`config.mk`:
```
export PLATFORM = sky130hd
export DESIGN_NAME = lcd_bus_responder
export DESIGN_NICKNAME = d
export VERILOG_FILES = /design/src/rtl/lcd_bus_responder.sv
export SDC_FILE = /design/constraint.sdc
export NUM_CORES = 1
export LEC_CHECK = 0
export CORE_ASPECT_RATIO = 0.9
export CORE_UTILIZATION = 64
export CTS_CLUSTER_SIZE = 28
export DETAILED_ROUTE_END_ITERATION = 6
export PLACE_DENSITY = 0.85
export SETUP_SLACK_MARGIN = 0.3
export SLEW_MARGIN = 20
export SYNTH_ARGS = -nofsm -noshare
export SYNTH_HDL_FRONTEND = slang
export SYNTH_SLANG_ARGS = --single-unit
```
`constraint.sdc`:
```
create_clock -name sys_clk -period 9.15 [get_ports sys_clk]
set_input_delay 1.83 -clock sys_clk [delete_from_list [all_inputs] [get_ports sys_clk]]
set_output_delay 1.83 -clock sys_clk [all_outputs]
set_load 0.01 [all_outputs]
```
`src/rtl/lcd_bus_responder.sv`:
```
// lcd_bus_responder: panel-side model of an ILI9341-style 16-bit 8080 write bus.
// Synchronizes the bus, decodes windowing / memory-write / status commands and
// turns memory-write data words into linear frame-buffer pixel writes.
//
// Ports:
//   sys_clk, sys_rst_n       clock, async active-low reset
//   CSX, DCX, WRX, RWX       8080 bus strobes (asynchronous to sys_clk)
//   data_lcd[15:0]           bus data
//   pix_we/pix_addr/pix_data one-cycle pixel write, addr = page*H_RES + col
//   cmd_valid/cmd_code       one-cycle pulse and byte of each command word
//   madctl                   last 0x36 parameter (stored only)
//   sleep_out, disp_on       panel status flags
//   frame_done               pulse with the last pixel of a window fill
//   bus_err                  sticky protocol-error flag
//
// state | meaning
// IDLE  | no command in progress; data words are ignored
// PARAM | collecting parameters of the last command
// MEMWR | data words are pixels written at the col/page pointers
module lcd_bus_responder #(
  parameter int H_RES  = 240,
  parameter int V_RES  = 320,
  parameter int ADDR_W = 17
) (
  input  logic              sys_clk,
  input  logic              sys_rst_n,
  input  logic              CSX,
  input  logic              DCX,
  input  logic              WRX,
  input  logic              RWX,
  input  logic [15:0]       data_lcd,
  output logic              pix_we,
  output logic [ADDR_W-1:0] pix_addr,
  output logic [15:0]       pix_data,
  output logic              cmd_valid,
  output logic [7:0]        cmd_code,
  output logic [7:0]        madctl,
  output logic              sleep_out,
  output logic              disp_on,
  output logic              frame_done,
  output logic              bus_err
);

  localparam logic [15:0]       H_LIM   = 16'(H_RES);
  localparam logic [15:0]       V_LIM   = 16'(V_RES);
  localparam logic [15:0]       EC_RST  = 16'(H_RES - 1);
  localparam logic [15:0]       EP_RST  = 16'(V_RES - 1);
  localparam logic [ADDR_W-1:0] H_RES_A = ADDR_W'(H_RES);

  typedef enum logic [1:0] {IDLE, PARAM, MEMWR} state_t;

  logic        csx_s1, csx_s2, csx_s3;
  logic        dcx_s1, dcx_s2;
  logic        wrx_s1, wrx_s2, wrx_s3;
  logic        rwx_s1, rwx_s2;
  logic [15:0] dat_s1, dat_s2;

  // Strobes reset to their inactive level so a bus already idling high
  // after reset does not look like a fresh WRX edge.
  always_ff @(posedge sys_clk or negedge sys_rst_n) begin
    if (!sys_rst_n) begin
      csx_s1 <= 1'b1;
      csx_s2 <= 1'b1;
      csx_s3 <= 1'b1;
      dcx_s1 <= 1'b0;
      dcx_s2 <= 1'b0;
      wrx_s1 <= 1'b1;
      wrx_s2 <= 1'b1;
      wrx_s3 <= 1'b1;
      rwx_s1 <= 1'b1;
      rwx_s2 <= 1'b1;
      dat_s1 <= '0;
      dat_s2 <= '0;
    end else begin
      csx_s1 <= CSX;
      csx_s2 <= csx_s1;
      csx_s3 <= csx_s2;
      dcx_s1 <= DCX;
      dcx_s2 <= dcx_s1;
      wrx_s1 <= WRX;
      wrx_s2 <= wrx_s1;
      wrx_s3 <= wrx_s2;
      rwx_s1 <= RWX;
      rwx_s2 <= rwx_s1;
      dat_s1 <= data_lcd;
      dat_s2 <= dat_s1;
    end
  end

  logic wr_evt, csx_rise;
  assign wr_evt   = wrx_s2 & ~wrx_s3 & ~csx_s2;
  assign csx_rise = csx_s2 & ~csx_s3;

  state_t      state;
  logic [15:0] sc, ec, sp, ep;
  logic [15:0] col, page;
  logic [2:0]  par_idx;
  logic [2:0]  par_cnt;
  logic [7:0]  sh_hi;
  logic [15:0] sh_start;

  always_comb begin
    par_cnt = 3'd0;
    case (cmd_code)
      8'h2A, 8'h2B: par_cnt = 3'd4;
      8'h36:        par_cnt = 3'd1;
      default:      ;
    endcase
  end

  logic [ADDR_W-1:0] lin_addr;
  logic              pix_in_range;
  assign lin_addr     = ADDR_W'(page) * H_RES_A + ADDR_W'(col);
  assign pix_in_range = (col < H_LIM) && (page < V_LIM);

  always_ff @(posedge sys_clk or negedge sys_rst_n) begin
    if (!sys_rst_n) begin
      state      <= IDLE;
      pix_we     <= 1'b0;
      pix_addr   <= '0;
      pix_data   <= '0;
      cmd_valid  <= 1'b0;
      cmd_code   <= '0;
      madctl     <= '0;
      sleep_out  <= 1'b0;
      disp_on    <= 1'b0;
      frame_done <= 1'b0;
      bus_err    <= 1'b0;
      sc         <= '0;
      ec         <= EC_RST;
      sp         <= '0;
      ep         <= EP_RST;
      col        <= '0;
      page       <= '0;
      par_idx    <= '0;
      sh_hi      <= '0;
      sh_start   <= '0;
    end else begin
      pix_we     <= 1'b0;
      cmd_valid  <= 1'b0;
      frame_done <= 1'b0;
      if (csx_rise) begin
        state <= IDLE;
      end else if (wr_evt) begin
        if (!rwx_s2) begin
          bus_err <= 1'b1;
        end else if (!dcx_s2) begin
          cmd_code  <= dat_s2[7:0];
          cmd_valid <= 1'b1;
          par_idx   <= '0;
          case (dat_s2[7:0])
            8'h2C: begin
              if (sc > ec || sp > ep) begin
                bus_err <= 1'b1;
                state   <= IDLE;
              end else begin
                col   <= sc;
                page  <= sp;
                state <= MEMWR;
              end
            end
            8'h11: begin sleep_out <= 1'b1; state <= IDLE; end
            8'h10: begin sleep_out <= 1'b0; state <= IDLE; end
            8'h29: begin disp_on   <= 1'b1; state <= IDLE; end
            8'h28: begin disp_on   <= 1'b0; state <= IDLE; end
            default: state <= PARAM;
          endcase
        end else begin
          case (state)
            PARAM: begin
              if (par_idx < par_cnt) begin
                par_idx <= par_idx + 3'd1;
                if (cmd_code == 8'h36) begin
                  madctl <= dat_s2[7:0];
                end else begin
                  // Window registers only change on the 4th byte so a
                  // truncated sequence leaves the old window intact.
                  case (par_idx)
                    3'd0, 3'd2: sh_hi    <= dat_s2[7:0];
                    3'd1:       sh_start <= {sh_hi, dat_s2[7:0]};
                    3'd3: begin
                      if (cmd_code == 8'h2A) begin
                        sc <= sh_start;
                        ec <= {sh_hi, dat_s2[7:0]};
                      end else begin
                        sp <= sh_start;
                        ep <= {sh_hi, dat_s2[7:0]};
                      end
                    end
                    default: ;
                  endcase
                end
              end
            end
            MEMWR: begin
              pix_data <= dat_s2;
              pix_addr <= lin_addr;
              pix_we   <= pix_in_range;
              if (col != ec) begin
                col <= col + 16'd1;
              end else begin
                col <= sc;
                if (page != ep) begin
                  page <= page + 16'd1;
                end else begin
                  page       <= sp;
                  frame_done <= 1'b1;
                end
              end
            end
            default: ;
          endcase
        end
      end
    end
  end

endmodule

```
==> flow_metrics.tcl <==
set metrics [dict create \
    critPathRequiredTime_ps 9510 \
    drcViolationCount 0 \
    max_slew.worst_pin.slew_ps 1010 \
    grt_start_max_net_pins 83 \
    synthToLayoutAreaGrowth_pct 15.1 \
    timing.hold.worst.start "dat_s1[12]$_DFF_PN0_" \
    vdd.ir_drop.worst_mv 0.177 \
    drt-initial-drc-count 624 \
    final_period_minus_worst_setup_slack_ps 4630 \
    worst_setup_path_end_kind "register" \
    yosys.area.top_type "sky130_fd_sc_hd__dfrtp_1" \
    totalWireLength_um 26900 \
    floorplan.core_area_sq_um 17600 \
    finalMaxSlewViolations 0 \
    post-synth-top-area-fraction_pct 43.3 \
    combined_area_of_all_synthesized_cells_sq_um 11500 \
    hold_end "dat_s2[12]$_DFF_PN0_" \
    timing.final.crit_share_pct 50.6 \
    post-place-cells 1295 \
    antenna_left 0 \
    detail_route.first_pass.iterations 5 \
    predominant_post_synthesis_flop_cell "sky130_fd_sc_hd__dfrtp_1" \
    antenna_found_initial 0 \
    final_cell_count_no_fill 1338 \
    first_global_vias 8338 \
    routed-via-count 8172 \
    synth.area.top_cells "sky130_fd_sc_hd__dfrtp_1 43%, sky130_fd_sc_hd__mux2_2 12%, sky130_fd_sc_hd__ha_1 8.1%, sky130_fd_sc_hd__dfstp_2 5.0%, sky130_fd_sc_hd__fa_1 3.5%" \
    maxSlewHeadroom_pct 32.3 \
    critical-path-max-stage-delay_ps 610 \
    dp_hpwl_um 18000 \
    worst-path-max-fanout 9 \
    layout.filler_cells 1141 \
    min-delay-path-class "register to register" \
    synthesis.area_per_instance_sq_um 11.5 \
    leakagePower_nw 6.44 \
    crit-reg2reg-launch "page[0]$_DFFE_PN0P_" \
    synthesis.instances 1007 \
    floorplan.initialDensity_pct 65.6 \
    chipHeight_um 129 \
    port-buffer-count 76 \
    numClockSinks 222 \
    worst_setup_path_startpoint "page[0]$_DFFE_PN0P_" \
    critical-path-top-delay-family "adder cells" \
    clkSlewWorstSetupHoldPaths_ps 60 \
    power_density_nw_per_um2 254 \
    ys_warn_count 0 \
    cells_traversed_along_the_worst_timing_path "fa_1 > inv_1 > fa_1 > inv_1 > ha_1 > a21o_1 > a21oi_1 > o21ai_0 > a21oi_1 > o21ai_0 > xor2_1 > ha_1 > and3_1 > a221oi_1 > o21ai_0 > xnor2_1 > o21ai_0" \
    synth_adder_area_share_pct 11.6 \
    number_of_ports_placed_on_the_die_boundary 77 \
    avgViaCountPerCell 6.11 \
    finalHoldViolCount 0 \
    yosysSeqAreaShare_pct 48.3 \
    edff_count_synth 0 \
    die-width_um 144 \
    synth_compound_area_share_pct 9.62 \
    finalWorstSetupSlack_ps 4520 \
    clock_tree_root_buffer_cell "sky130_fd_sc_hd__clkbuf_16" \
    crit_path_top_delay_cell "sky130_fd_sc_hd__fa_1" \
    worstPathArrival_ps 4990 \
    setup_viol 0 \
    dp_worst_setup_slack_ps 4630 \
    timing.reg2reg.setup_slack_ps 4520 \
    die_area_sq_um 18600 \
    netlist-cell-type-count 57 \
    hold_depth 0 \
    worst-setup-path-type "register to register" \
    xor_xnor_fraction_of_synth_area_pct 4.10 \
    final.setup.tns_ps 0 \
    reg2reg_depth 17 \
    insertedDiodeCount 0 \
    grt.overflow.total 0 \
    grt_pass1_wl_um 43700 \
    worst_skew_pair.late_latency_ps 520 \
    worstSetupStartpointType "register" \
    hold_buf_cts 0 \
    critPathMostFrequentCell "sky130_fd_sc_hd__o21ai_0" \
    route.detailed.wl_per_inst_um 20.1 \
    post_synth_and_or_nand_nor_area_fraction_pct 9.11 \
    finalClockSkew_ps 8.77 \
    regToRegEndpoint "pix_addr[16]$_DFFE_PN0P_" \
    cts_tree "yes" \
    status "finished, final reports clean" \
    post-cts-setup-buffers 0 \
    cts_buffer_depth 3 \
    synthArstFlopShare_pct 100 \
    cts_inserted_buffers 23 \
    synth.area.mux_share_pct 13.3 \
    fmaxAchievable_ghz 0.216 \
    cts_resized 0 \
    final_layout_size_suffix_gt1_share_pct 18.3 \
    globalRouteTotalUtil_pct 30.6 \
    synth_nets 1124 \
    combinational_family_with_the_most_area_after_synthesis "multiplexers" \
    postSynthRegisterBits 222 \
    htree_levels 1 \
    critical_path.n_buffers_inverters 2 \
    max_capacitance_violation_count 0 \
    globalplace.congestion 0.893 \
    setup_repair_after_global_routing_missed_its_margin "no" \
    final_nets 1198 \
    rows 46 \
]
==> synthesized netlist by cell type, drive strengths merged (11+ instances only) <==
master and number:
nor4 16, a21oi 59, nand3 35, a31oi 12, dfrtp 200, xnor2 13
a21o 18, clkbuf 12, o21ai 41, inv 78, nand2 65, and3 11
fa 20, nand4 11, xor2 41, dfstp 22, ha 75, nor2 27
buf 22, mux2 128, nor3 14
==> power breakdown <==
group	internal, mW	switching [mW]	total, mW
combinational	0.604	0.679	1.28
sequential	1.07	0.107	1.17
clock	0.537	0.386	0.923
total	2.21	1.17	3.38
==> layer usage <==
metal	routed length, um	GRT usage (%)	vias to the layer above
met5	0	0	-
met4	1120	13.2	0
met3	1730	4.55	78
met2	12800	49.9	302
met1	11300	41.3	4077
li1	-	-	3715
==> placed cells by master (no fill, tap or decap), drive strengths merged, types with 6 or more instances in the layout <==
cell	synthesis	final
mux2i	10	10
inv	78	79
a31oi	12	12
dfstp	22	22
clkdlybuf4s50	0	75
ha	75	75
a21oi	59	59
nor2	27	27
nand3	35	35
o21ai	41	41
buf	22	8
nand2	65	65
and3	11	11
nand4	11	11
nand2b	8	8
xnor2	13	13
a22oi	6	6
clkbuf	12	35
fa	20	20
dfrtp	200	200
nor3	14	14
mux2	128	128
xor2	41	41
o211ai	7	7
a21o	18	18
nor4	16	16
==> area by class of cell <==
type,instances,area (sq um),share of cell area [%]
inverter,78,293,2.20
sequential,222,5580,42.0
clock buffer,35,671,5.05
tap,240,300,2.26
clock inverter,7,75.1,0.565
multi-input combinational,673,5530,41.6
timing repair buffer,83,838,6.31
==> state kept, by name, indices dropped and copies added (netlist names), 2 cells and up <==
| signal | cells |
|---|---|
| state | 2 |
| cmd_code | 8 |
| ec | 16 |
| sh_start | 16 |
| pix_data | 16 |
| pix_addr | 17 |
| par_idx | 3 |
| dat_s2 | 16 |
| sp | 16 |
| page | 16 |
| ep | 16 |
| dat_s1 | 16 |
| sh_hi | 8 |
| col | 16 |
| sc | 16 |
| madctl | 8 |
==> worst max-delay path by stage <==
| stage | end | slack (ps) | depth (start not counted) |
|---|---|---|---|
| 3_3_place_gp | pix_addr[16]$_DFFE_PN0P_ | 4760 | 17 |
| 6_report | pix_addr[16]$_DFFE_PN0P_ | 4520 | 17 |
| 3_5_place_dp | pix_addr[16]$_DFFE_PN0P_ | 4630 | 17 |
| 2_1_floorplan | pix_addr[16]$_DFFE_PN0P_ | 4990 | 17 |
| 5_1_grt | pix_addr[16]$_DFFE_PN0P_ | 4170 | 17 |
| 4_1_cts | pix_addr[16]$_DFFE_PN0P_ | 4540 | 17 |
==> cell families (layout without fill, tap and decap cells) <==
kind of cell / after synthesis / in the layout
compound gates: 179 / 179
xor+xnor: 54 / 54
fa+ha+maj: 95 / 95
buf+inv: 112 / 203
flops: 222 / 222
mux: 138 / 138
simple gates: 207 / 207
==> stage by stage <==
stage	utilization (%)	hold WS (ps)	area [sq um]	power (mW)
global route	75.4	354	13300	3.59
CTS	75.3	344	13300	3.39
floorplan	-	331	11500	2.11
detailed placement	71.0	335	12500	2.46
finish	75.4	342	13300	3.38
global placement	71.0	332	12500	2.41
Power figures use the tool's default switching activity.
